--- src/rtl/serial_pattern_pkg.sv ---
// Shared types, widths and helpers for the serial pattern transmitter.
package serial_pattern_pkg;

  localparam int unsigned DATA_W = 16;
  localparam int unsigned LEN_W  = $clog2(DATA_W) + 1;
  localparam int unsigned REP_W  = 4;
  localparam int unsigned IDX_W  = $clog2(DATA_W);

  typedef enum logic [1:0] {
    IDLE  = 2'd0,
    SHIFT = 2'd1,
    GAP   = 2'd2,
    DONE  = 2'd3
  } state_e;

  // Transfer parameters captured when a start is accepted.
  typedef struct packed {
    logic [DATA_W-1:0] data;
    logic [LEN_W-1:0]  len;
    logic [REP_W-1:0]  rep;
  } cfg_t;

  // Lengths beyond the pattern register are reduced to the full register.
  function automatic logic [LEN_W-1:0] clamp_len(input logic [LEN_W-1:0] len);
    if (len > LEN_W'(DATA_W)) begin
      return LEN_W'(DATA_W);
    end
    return len;
  endfunction

endpackage

--- src/rtl/serial_pattern_tx.sv ---
// Serial pattern transmitter: shifts a latched word out MSB-first with
// optional repeats separated by a one-cycle gap. All outputs are registered,
// so each output reflects the state held during the previous cycle.
module serial_pattern_tx
  import serial_pattern_pkg::*;
(
  input  logic              clk,
  input  logic              reset,
  input  logic              start,
  input  logic              abort,
  input  logic [DATA_W-1:0] data_in,
  input  logic [LEN_W-1:0]  len_in,
  input  logic [REP_W-1:0]  rep_in,
  output logic              out,
  output logic              out_valid,
  output logic              busy,
  output logic              done
);

  state_e           state_q;
  state_e           state_d;
  cfg_t             cfg_q;
  cfg_t             cfg_d;
  logic [LEN_W-1:0] bit_cnt_q;
  logic [LEN_W-1:0] bit_cnt_d;
  logic             accept_c;
  logic             last_bit_c;
  logic             out_d;
  logic             out_valid_d;
  logic             busy_d;
  logic             done_d;

  // Abort has priority over start; a zero length request is ignored.
  assign accept_c   = (state_q == IDLE) && start && !abort && (len_in != '0);
  assign last_bit_c = (bit_cnt_q == '0);

  // State register.
  always_ff @(posedge clk) begin
    if (reset) begin
      state_q <= IDLE;
    end else begin
      state_q <= state_d;
    end
  end

  // Next-state logic.
  always_comb begin
    state_d = state_q;
    case (state_q)
      IDLE: begin
        if (accept_c) begin
          state_d = SHIFT;
        end
      end
      SHIFT: begin
        if (abort) begin
          state_d = IDLE;
        end else if (last_bit_c) begin
          state_d = (cfg_q.rep != '0) ? GAP : DONE;
        end
      end
      GAP: begin
        state_d = abort ? IDLE : SHIFT;
      end
      DONE: begin
        state_d = IDLE;
      end
      default: begin
        state_d = IDLE;
      end
    endcase
  end

  // Pattern latch, bit counter and repeat counter updates.
  always_comb begin
    cfg_d     = cfg_q;
    bit_cnt_d = bit_cnt_q;
    case (state_q)
      IDLE: begin
        if (accept_c) begin
          cfg_d.data = data_in;
          cfg_d.len  = clamp_len(len_in);
          cfg_d.rep  = rep_in;
          bit_cnt_d  = clamp_len(len_in) - LEN_W'(1);
        end
      end
      SHIFT: begin
        if (!abort) begin
          if (!last_bit_c) begin
            bit_cnt_d = bit_cnt_q - LEN_W'(1);
          end else if (cfg_q.rep != '0) begin
            cfg_d.rep = cfg_q.rep - REP_W'(1);
          end
        end
      end
      GAP: begin
        if (!abort) begin
          bit_cnt_d = cfg_q.len - LEN_W'(1);
        end
      end
      default: begin
      end
    endcase
  end

  // Next output values; an abort clears them at the same edge it leaves SHIFT/GAP.
  always_comb begin
    out_d       = 1'b0;
    out_valid_d = 1'b0;
    busy_d      = 1'b0;
    done_d      = 1'b0;
    case (state_q)
      SHIFT: begin
        if (!abort) begin
          out_d       = cfg_q.data[bit_cnt_q[IDX_W-1:0]];
          out_valid_d = 1'b1;
          busy_d      = 1'b1;
        end
      end
      GAP: begin
        if (!abort) begin
          busy_d = 1'b1;
        end
      end
      DONE: begin
        done_d = 1'b1;
      end
      default: begin
      end
    endcase
  end

  // Datapath and output registers.
  always_ff @(posedge clk) begin
    if (reset) begin
      cfg_q     <= '0;
      bit_cnt_q <= '0;
      out       <= 1'b0;
      out_valid <= 1'b0;
      busy      <= 1'b0;
      done      <= 1'b0;
    end else begin
      cfg_q     <= cfg_d;
      bit_cnt_q <= bit_cnt_d;
      out       <= out_d;
      out_valid <= out_valid_d;
      busy      <= busy_d;
      done      <= done_d;
    end
  end

endmodule

--- config.mk ---
export PLATFORM = sky130hd
export DESIGN_NAME = serial_pattern_tx
export DESIGN_NICKNAME = d
export VERILOG_FILES = /design/src/rtl/serial_pattern_pkg.sv /design/src/rtl/serial_pattern_tx.sv
export SDC_FILE = /design/constraint.sdc
export NUM_CORES = 1
export LEC_CHECK = 0
export ABC_CLOCK_PERIOD_IN_PS = 4300
export CAP_MARGIN = 5
export CORE_ASPECT_RATIO = 0.9
export CORE_MARGIN = 5
export CORE_UTILIZATION = 40
export CTS_BUF_LIST = sky130_fd_sc_hd__clkbuf_4 sky130_fd_sc_hd__clkbuf_8
export CTS_CLUSTER_SIZE = 28
export DETAILED_ROUTE_END_ITERATION = 7
export GPL_TIMING_DRIVEN = 0
export PLACE_DENSITY = 0.61
export SYNTH_ARGS = -nofsm -noshare
export SYNTH_HDL_FRONTEND = slang
export SYNTH_SLANG_ARGS = --single-unit
--- constraint.sdc ---
create_clock -name clk -period 4.3 [get_ports clk]
set_input_delay 0.645 -clock clk [delete_from_list [all_inputs] [get_ports clk]]
set_output_delay 0.645 -clock clk [all_outputs]
set_load 0.005 [all_outputs]
==> reports/summary.txt <==
Status - finished, final reports clean
Crit path from - state_q[1]
HPWL Detailed - 3220 µm
Primary FF master, synth - dfxtp_1
Core area - 4490 µm²
Setup TNS - 0 ns
GR Util All Layers - 15.8%
Worst slew pin tran - 0.684 ns
FF-to-FF path depth - 10
Cells after DPL - 314
Seq cells post-synth - 36
CTS resizes - 0
Worst path arrival time - 2.66 ns
Mapped Area - 1870 µm²
Power Density - 554 nW/µm²
Post-Syn Nets - 256
Vias in the first global route - 1641
Fillers - 465
Grt met3 use - 3.83%
Switching Share - 38.8%
Worst-Skew Late Latency - 0.29 ns
DR DRC count - 0
WHS Endpoint - cfg_q[16]
Worst flop-to-flop path endpoint - bit_cnt_q[4]
Maximum VDD drop - 0.227 mV
Worst-path clk slew - 0.07 ns
Initial core utilization - 41.7%
P_leak - 0.853 nW
Yosys cell types - 42
Clock skew - 0.00448 ns
Detailed Route WL - 4360 µm
Max cap viols - 0
Area contributors post-synth - dfxtp_1, a21oi_1, nand2_1
Crit path capture type - register
Reg2reg start - state_q[1]
Pre-antenna DRT Iters - 4
Setup Crit Path Kind - register to register
Grt peak-use layer - met2
Largest net degree at the start of global routing - 12
Power Internal - 799 µW
Synth Instances - 221
Met1 usage - 19.9%
Tcrit/Tclk final - 57.1%
Drt initial violations - 79
Grt ovf - 0
Hold Path Depth - 2
Gp weighted congestion - 0.785
Fmax - 407 MHz
Psw - 506 µW
Chip width - 82.1 µm
Antenna violations before repair - 0
Avg WL per Cell - 13.5 µm
Antenna cells - 0
Area fraction of the dominant cell type after synthesis - 38.5%
Hold Slack - 0.453 ns
Slew Limit Headroom - 54.4%
Hold Crit Class - register to register
Total power - 1.31 mW
Reg-to-reg slack, setup - 1.84 ns
Syn avg cell area - 8.46 µm²
Worst hold start - cfg_q[16]
Met2 Use GR - 26.5%
CTS tree - built
CTS root buffer - clkbuf_8
Final ANT Viol Nets - 0
First-pass GRT wire length - 7490 µm
Hold_buf cts - 0
Synthesis Warnings - 0
Clock share of power - 19.9%
Layout Cells excl Fill - 322
Row cnt - 23
RSZ-0062 raised after global routing - false
Nets - 294
EDFF count, synth - 0
Sequential Power Share - 34.6%
Tmin final - 2.46 ns
Die Area - 6150 µm²
Post-synthesis sequential area ratio - 38.5%
Req. time, crit path - 4.50 ns
Setup violators final - 0
Comb power frac - 45.5%
CTS max path bufs - 2
Post-CTS Setup Bufs - 0
Num CTS Buffers - 5
Clock Sinks - 36
Crit start category - register
Final hold vios - 0
Asr flop ratio synth - 0%
Via Count - 1671
Slew Limit Fails - 0
CTS H-tree lvls - 2
Area leader, netlist - dfxtp_1
Area grow syn2layout - 26.0%
Crit Path Max Fanout - 10
Vias per inst - 5.19
# port buffers - 31
Die H - 74.9 µm
Io pins - 33
Fraction of layout cells with a size suffix above 1 - 5.77%
-- worst max-delay path: stages, from the launching register on --
cell and delay, ns:
dfxtp_1 0.37, inv_1 0.09, ha_1 0.18, clkbuf_1 0.22
clkbuf_1 0.29, a22o_1 0.28, a21oi_1 0.21, ha_1 0.23
o2111ai_1 0.13, xnor2_1 0.15, a211oi_1 0.22
-- cells in the final DEF (no fill, tap or decap), types with 4 or more instances in the layout --
| cell type | instances |
|---|---|
| nor3_1 | 5 |
| clkbuf_8 | 6 |
| ha_1 | 6 |
| nor2b_1 | 4 |
| clkdlybuf4s50_1 | 31 |
| xnor2_1 | 4 |
| a211oi_1 | 5 |
| inv_1 | 9 |
| a21oi_1 | 32 |
| nor2_1 | 18 |
| dfxtp_1 | 36 |
| nor3b_1 | 4 |
| nand2_1 | 42 |
| mux4_1 | 4 |
| o21ai_0 | 5 |
| clkbuf_1 | 12 |
-- synth_stat cells (2+ instances only) --
| cell type | count |
|---|---|
| inv_1 | 9 |
| dfxtp_1 | 36 |
| nand2_1 | 42 |
| xnor2_1 | 4 |
| a21oi_1 | 32 |
| nor3_1 | 5 |
| a211oi_1 | 5 |
| nor2b_1 | 4 |
| nor2_1 | 18 |
| clkbuf_1 | 12 |
| nand2b_1 | 3 |
| a31oi_1 | 2 |
| and3_1 | 2 |
| o21ai_0 | 5 |
| ha_1 | 6 |
| mux4_1 | 4 |
| a22oi_1 | 2 |
| nor3b_1 | 4 |
| a22o_1 | 3 |
-- power groups by stage --
stage	sequential, mW	clock, mW	combinational [mW]
after floorplan	0.445	0	0.457
after global placement	0.457	0	0.591
after detailed placement	0.460	0	0.592
after CTS	0.452	0.262	0.594
after global routing	0.463	0.278	0.673
final	0.452	0.260	0.594
-- state kept, by name, summed over array words and instances (netlist names) --
| name | cells |
|---|---|
| bit_cnt_q | 5 |
| busy | 1 |
| cfg_q | 25 |
| done | 1 |
| out | 1 |
| out_valid | 1 |
| state_q | 2 |
-- metal layers --
| metal | wire length [µm] | vias up |
|---|---|---|
| li1 | - | 852 |
| met1 | 2040 | 765 |
| met2 | 2010 | 42 |
| met3 | 243 | 12 |
| met4 | 57 | 0 |
| met5 | 0 | - |
-- kinds of logic (layout without fill, tap and decap cells) --
kind of cell | after synthesis | in the layout | share of synthesized area [%]
XOR/XNOR | 4 | 4 | 1.87
flip-flops | 36 | 36 | 38.5
AND/OR/NAND/NOR | 86 | 86 | 21.1
buffers and inverters | 22 | 61 | 4.82
multiplexers | 6 | 6 | 7.36
adder cells (fa/ha/maj) | 6 | 6 | 4.01
AO/OA/AOI/OAI | 61 | 61 | 22.3
-- worst max path at each step --
stage	slack, ns	cells after the start	endpoint
6_report	1.84	10	bit_cnt_q[4]
5_1_grt	1.55	10	bit_cnt_q[4]
4_1_cts	1.82	7	cfg_q[13]
3_5_place_dp	1.54	7	cfg_q[13]
3_3_place_gp	1.54	7	cfg_q[24]
2_1_floorplan	2.20	10	bit_cnt_q[4]
-- per-stage QoR --
step / setup WS, ns / utilization, % / cell area [µm²]
after floorplan: 2.20 / - / 1870
after global placement: 1.54 / 50.3 / 2260
after detailed placement: 1.54 / 50.3 / 2260
after CTS: 1.82 / 52.5 / 2360
after global routing: 1.55 / 52.5 / 2360
final: 1.84 / 52.5 / 2360
-- final cells by class --
cell class / instances / area, µm² / share of cell area [%]
well taps: 62 / 77.6 / 3.29
plain buffers: 13 / 56.3 / 2.39
clock buffers: 7 / 90.1 / 3.82
inverters: 9 / 33.8 / 1.43
repair buffers: 31 / 310 / 13.2
multi-input cells: 163 / 1060 / 45.0
flip-flops and latches: 36 / 721 / 30.6
clock inverters: 1 / 7.51 / 0.319
Power figures use the tool's default switching activity.
